**config.mk**
```make
export PLATFORM = sky130hd
export DESIGN_NAME = bus_interconnect
export DESIGN_NICKNAME = d
export VERILOG_FILES = /design/src/rtl/bus_interconnect.sv
export SDC_FILE = /design/constraint.sdc
export NUM_CORES = 1
export LEC_CHECK = 0
export BUFFER_PORTS_ARGS = -buffer_cell sky130_fd_sc_hd__buf_2
export CAP_MARGIN = 40
export CORE_MARGIN = 4
export CORE_UTILIZATION = 50
export CTS_BUF_LIST = sky130_fd_sc_hd__clkbuf_8
export CTS_CLUSTER_SIZE = 16
export DETAILED_ROUTE_END_ITERATION = 7
export GPL_ROUTABILITY_DRIVEN = 0
export PLACE_DENSITY = 0.88
export REMOVE_ABC_BUFFERS = 1
export SYNTH_ARGS = -nofsm -noshare
export SYNTH_HDL_FRONTEND = slang
export SYNTH_SLANG_ARGS = --single-unit
```
**constraint.sdc**
```tcl
create_clock -name i_clk -period 2.9 [get_ports i_clk]
set_clock_uncertainty 0.2 [all_clocks]
set_input_delay 0.435 -clock i_clk [delete_from_list [all_inputs] [get_ports i_clk]]
set_output_delay 0.435 -clock i_clk [all_outputs]
set_load 0.05 [all_outputs]
```
**src/rtl/bus_interconnect.sv**
```systemverilog
// Single-master, N-slave bus interconnect: base/mask address decode with fixed priority,
// a registered IDLE/ACTIVE/RESP transaction engine, wait states, timeout and sticky error capture.
module bus_interconnect #(
    parameter int                          NSLAVES    = 4,
    parameter int                          ADDR_W     = 16,
    parameter int                          DATA_W     = 8,
    parameter logic [NSLAVES*ADDR_W-1:0]   SLAVE_BASE = '0,
    parameter logic [NSLAVES*ADDR_W-1:0]   SLAVE_MASK = '0,
    parameter int                          TIMEOUT    = 15
) (
    input  logic                        i_clk,
    input  logic                        i_reset_n,
    input  logic [ADDR_W-1:0]           i_m_addr,
    input  logic [DATA_W-1:0]           i_m_dat,
    output logic [DATA_W-1:0]           o_m_dat,
    input  logic                        i_m_cs,
    input  logic                        i_m_we,
    output logic                        o_m_ack,
    output logic                        o_m_err,
    output logic [ADDR_W-1:0]           o_s_addr,
    output logic [DATA_W-1:0]           o_s_dat,
    output logic                        o_s_we,
    output logic [NSLAVES-1:0]          o_s_cs,
    input  logic [NSLAVES*DATA_W-1:0]   i_s_dat,
    input  logic [NSLAVES-1:0]          i_s_ack,
    output logic                        o_err_flag,
    output logic [ADDR_W-1:0]           o_err_addr,
    input  logic                        i_err_clr,
    output logic [1:0]                  o_dbg_state
);

    // Handshake: i_m_cs is held by the master until o_m_ack pulses for one cycle;
    // a slave completes by raising i_s_ack while its o_s_cs bit is high.

    localparam int CNT_W = $clog2(TIMEOUT + 1);
    localparam logic [CNT_W-1:0] CNT_LAST = CNT_W'(TIMEOUT - 1);
    localparam logic [CNT_W-1:0] CNT_MAX  = '1;

    typedef enum logic [1:0] {
        ST_IDLE   = 2'd0,
        ST_ACTIVE = 2'd1,
        ST_RESP   = 2'd2
    } state_t;

    state_t                 state, next_state;
    logic [CNT_W-1:0]       cnt;

    logic [NSLAVES-1:0]     match_oh;
    logic                   match_any;
    logic                   sel_ack;
    logic [DATA_W-1:0]      sel_dat;

    logic                   start_txn;
    logic                   resp_ok;
    logic                   resp_err_to;
    logic                   resp_err_um;
    logic                   ack_d;
    logic                   err_d;
    logic [NSLAVES-1:0]     cs_d;

    // Fixed-priority decode: the first (lowest-index) matching region wins.
    always_comb begin
        match_oh  = '0;
        match_any = 1'b0;
        for (int i = 0; i < NSLAVES; i++) begin
            if (!match_any &&
                ((i_m_addr & SLAVE_MASK[i*ADDR_W +: ADDR_W]) ==
                 (SLAVE_BASE[i*ADDR_W +: ADDR_W] & SLAVE_MASK[i*ADDR_W +: ADDR_W]))) begin
                match_oh[i] = 1'b1;
                match_any   = 1'b1;
            end
        end
    end

    // The registered one-hot select gates ack and data, so unselected slaves are ignored.
    always_comb begin
        sel_ack = |(i_s_ack & o_s_cs);
        sel_dat = '0;
        for (int i = 0; i < NSLAVES; i++) begin
            if (o_s_cs[i]) begin
                sel_dat = sel_dat | i_s_dat[i*DATA_W +: DATA_W];
            end
        end
    end

    always_ff @(posedge i_clk or negedge i_reset_n) begin
        if (!i_reset_n) begin
            state <= ST_IDLE;
        end else begin
            state <= next_state;
        end
    end

    always_comb begin
        next_state = state;
        case (state)
            ST_IDLE: begin
                if (i_m_cs) begin
                    next_state = match_any ? ST_ACTIVE : ST_RESP;
                end
            end
            ST_ACTIVE: begin
                if (!i_m_cs) begin
                    next_state = ST_IDLE;
                end else if (sel_ack || (cnt == CNT_LAST)) begin
                    next_state = ST_RESP;
                end
            end
            ST_RESP: next_state = ST_IDLE;
            default: next_state = ST_IDLE;
        endcase
    end

    // Master abort takes precedence; ack beats a coincident timeout.
    always_comb begin
        start_txn   = (state == ST_IDLE) && i_m_cs && match_any;
        resp_err_um = (state == ST_IDLE) && i_m_cs && !match_any;
        resp_ok     = (state == ST_ACTIVE) && i_m_cs && sel_ack;
        resp_err_to = (state == ST_ACTIVE) && i_m_cs && !sel_ack && (cnt == CNT_LAST);
        ack_d       = resp_ok || resp_err_to || resp_err_um;
        err_d       = resp_err_to || resp_err_um;
        cs_d        = '0;
        if (start_txn) begin
            cs_d = match_oh;
        end else if ((state == ST_ACTIVE) && (next_state == ST_ACTIVE)) begin
            cs_d = o_s_cs;
        end
    end

    always_ff @(posedge i_clk or negedge i_reset_n) begin
        if (!i_reset_n) begin
            cnt        <= '0;
            o_m_ack    <= 1'b0;
            o_m_err    <= 1'b0;
            o_m_dat    <= '0;
            o_s_cs     <= '0;
            o_s_we     <= 1'b0;
            o_s_addr   <= '0;
            o_s_dat    <= '0;
            o_err_flag <= 1'b0;
            o_err_addr <= '0;
        end else begin
            o_m_ack <= ack_d;
            o_m_err <= err_d;
            o_s_cs  <= cs_d;

            if (start_txn) begin
                cnt      <= '0;
                o_s_addr <= i_m_addr;
                o_s_dat  <= i_m_dat;
                o_s_we   <= i_m_we;
            end else if ((state == ST_ACTIVE) && (cnt != CNT_MAX)) begin
                cnt <= cnt + 1'b1;
            end

            if (resp_ok) begin
                o_m_dat <= sel_dat;
            end else if (err_d) begin
                o_m_dat <= '1;
            end

            if (err_d) begin
                o_err_flag <= 1'b1;
            end else if (i_err_clr) begin
                o_err_flag <= 1'b0;
            end

            if (resp_err_um) begin
                o_err_addr <= i_m_addr;
            end else if (resp_err_to) begin
                o_err_addr <= o_s_addr;
            end
        end
    end

    assign o_dbg_state = state;

endmodule

```
==> results_dict.tcl <==
set metrics [dict create \
    cts_tree "yes" \
    wire_per_inst_um 15.3 \
    ys_warn_count 0 \
    leakagePower_nw 1.57 \
    initial_core_util_pct 52.6 \
    power.density_nw_per_um2 796 \
    num_io_pins 123 \
    port_buffers 92 \
    clock_path_buffers 2 \
    min_path_cells 2 \
    num_antenna_cells 0 \
    worstMarginPinSlew_ns 0.597 \
    antenna_found_initial 0 \
    vias_per_cell 5.17 \
    nets 322 \
    area_growth_pct 29.1 \
    crit_slowest_cell "dfrtp_1" \
    end_kind "register" \
    hold_viol 0 \
    drt_first_pass_iters 4 \
    cts_buffers 9 \
    clkTransAtPathRegs_ns 0.07 \
    cts_setup_buffers 0 \
    ys_top_cells_by_area "dfrtp_1 63%, mux2_2 20%, o22a_1 3.0%" \
    hp-class "in2reg" \
    layout_setup_ws_ns 0.847 \
    arrival_ns 2.06 \
    cts.sinks 59 \
    avgSynthCellArea_um2 15.1 \
    drc 0 \
    synth_common_cells "59 x dfrtp_1, 41 x mux2_2, 8 x o22a_1" \
    dieArea_um2 5830 \
    dp_hpwl_mm 3.35 \
    num_rows 24 \
    worstSetupPathType "reg2reg" \
    postCtsHoldBufs 1 \
    path_delay_family "flip-flops" \
    min_to "o_m_dat[7]$_DFFE_PN0P_" \
    core_um2 4440 \
    dp_cells 295 \
    antenna_left 0 \
    vias 1613 \
    drive_gt1_share_pct 60.0 \
    grt.overflow.total 0 \
    final.setup.tns_ns 0 \
    synth_edf_count 0 \
    ys_seq_area_share_pct 63.2 \
    rr_worst_depth 6 \
    insertion_delay_ns 0.32 \
    dp_worst_setup_slack_ns 0.838 \
    vdd_drop_max_mv 0.469 \
    syn_area_um2 2340 \
    required_ns 2.90 \
    slew_headroom_pct 60.2 \
    r2r-end "o_err_addr[2]$_DFFE_PN0P_" \
    synth.ff_latch_count 59 \
    synth_top_area_share_pct 63.2 \
    crit_buf_inv 2 \
    r2r_setup_slack_ns 0.85 \
    timing.final.crit_period_ns 2.05 \
    yosys_most_used_dff "dfrtp_1" \
    yosysUniqueCellTypes 33 \
    grt_max_degree 35 \
    reg2reg_from "cnt[0]$_DFFE_PN0P_" \
    status "complete, no violations" \
    path_depth 6 \
    cp_cell_sequence "inv_1 > ha_1 > nand3_1 > nor3b_2 > buf_4 > mux2_2" \
    min_period_over_period_pct 70.8 \
    rsz0062_at_grt "false" \
    h-tree-depth 3 \
    die_w_um 76.4 \
    root_buffer "clkbuf_8" \
    hold_path.startpoint "i_s_dat[7]" \
    clock.fmax_ghz 0.487 \
    synthCells 155 \
    cts-resized-gates 0 \
    grt_util_all_layers_pct 17.9 \
    synth.largest_area_cell "dfrtp_1" \
    dr.first_iter.drc_count 74 \
    synthArstFlopShare_pct 100 \
    synth_most_common_cell "dfrtp_1" \
    final-max-slew-violation-count 0 \
    grt_pass1_wl_mm 8.22 \
    path_max_fanout 18 \
    cp-start-kind "register" \
    setup_viol 0 \
    grt_pass1_vias 1707 \
    wl_mm 4.77 \
    stdcell_count 312 \
    die_height_um 76.4 \
    maxCapViolCount 0 \
    cp_slowest_stage_delay_ns 0.44 \
]
[flip-flops by register name (all words and copies together) (netlist names)]
name and flops:
cnt 4, o_err_flag 1, o_m_err 1, o_m_dat 8
o_s_dat 8, o_m_ack 1, o_s_we 1, o_s_cs 1
o_err_addr 16, o_s_addr 16, o_dbg_state 2
[final cells by class]
type                    count  area, um2
flip-flops and latches     59       1480
fillers                   332       1430
multi-input cells          85        776
repair buffers             96        505
clock buffers              11        151
well taps                  52       65.1
clock inverters             5       28.8
inverters                   4       15.0
[kinds of logic after synthesis]
| kind of cell | after synthesis | synth area share (%) |
|---|---|---|
| muxes | 41 | 19.8 |
| AOI/OAI and AO/OA | 21 | 6.64 |
| other | 1 | 0.160 |
| and+or+nand+nor | 18 | 5.25 |
| buffers and inverters | 13 | 3.96 |
| DFF | 59 | 63.2 |
| adders and majority gates | 2 | 1.07 |
[routing by layer]
metal  wire length [um]  vias to the layer above  track usage (%)  share of wire [%]
li1                   -                      758                -                  -
met1               1900                      792             19.9                 40
met2               2500                       57             30.2                 52
met3                323                        6             6.50                6.8
met4                 55                        0             8.70                1.2
met5                  0                        -                0                  0
[stage by stage]
| step | hold WS, ns | instance area, um2 | power, mW | utilization [%] |
|---|---|---|---|---|
| 2_1_floorplan | -0.0606 | 2270 | 1.57 | - |
| 3_3_place_gp | 0.257 | 2830 | 1.75 | 63.6 |
| 3_5_place_dp | 0.265 | 2830 | 1.77 | 63.6 |
| 4_1_cts | 0.0977 | 3020 | 2.43 | 67.9 |
| 5_1_grt | 0.102 | 3020 | 2.52 | 67.9 |
| 6_report | 0.116 | 3020 | 2.40 | 67.9 |
[power by group]
part / internal, mW / leakage, nW / total, mW / switching [mW]
combinational: 0.203 / 0.736 / 0.723 / 0.520
clock: 0.350 / 0.0925 / 0.657 / 0.307
sequential: 0.942 / 0.739 / 1.02 / 0.0795
total: 1.50 / 1.57 / 2.40 / 0.907
[worst max-delay path by stage]
stage | start | to | slack [ns]
finish | cnt[0]$_DFFE_PN0P_ | o_err_addr[2]$_DFFE_PN0P_ | 0.85
global route | cnt[0]$_DFFE_PN0P_ | o_err_addr[2]$_DFFE_PN0P_ | 0.73
floorplan | o_dbg_state[0]$_DFF_PN0_ | o_err_addr[0]$_DFFE_PN0P_ | 0.33
CTS | cnt[0]$_DFFE_PN0P_ | o_err_addr[2]$_DFFE_PN0P_ | 0.84
global placement | cnt[0]$_DFFE_PN0P_ | o_err_addr[4]$_DFFE_PN0P_ | 0.91
detailed placement | cnt[0]$_DFFE_PN0P_ | o_err_addr[2]$_DFFE_PN0P_ | 0.84
[cells in the final DEF, fill, tap and decap left out, drive strengths merged, types with 2 or more instances in the layout]
cell and instances:
buf 95, ha 2, o22a 8, clkinv 2, nand3b 2, inv 5, clkbuf 11, conb 3
a21oi 5, clkinvlp 2, a31oi 2, dfrtp 59, mux2 41, nand3 3, nand2 3
Note: power is estimated with default switching activity, not from simulation.
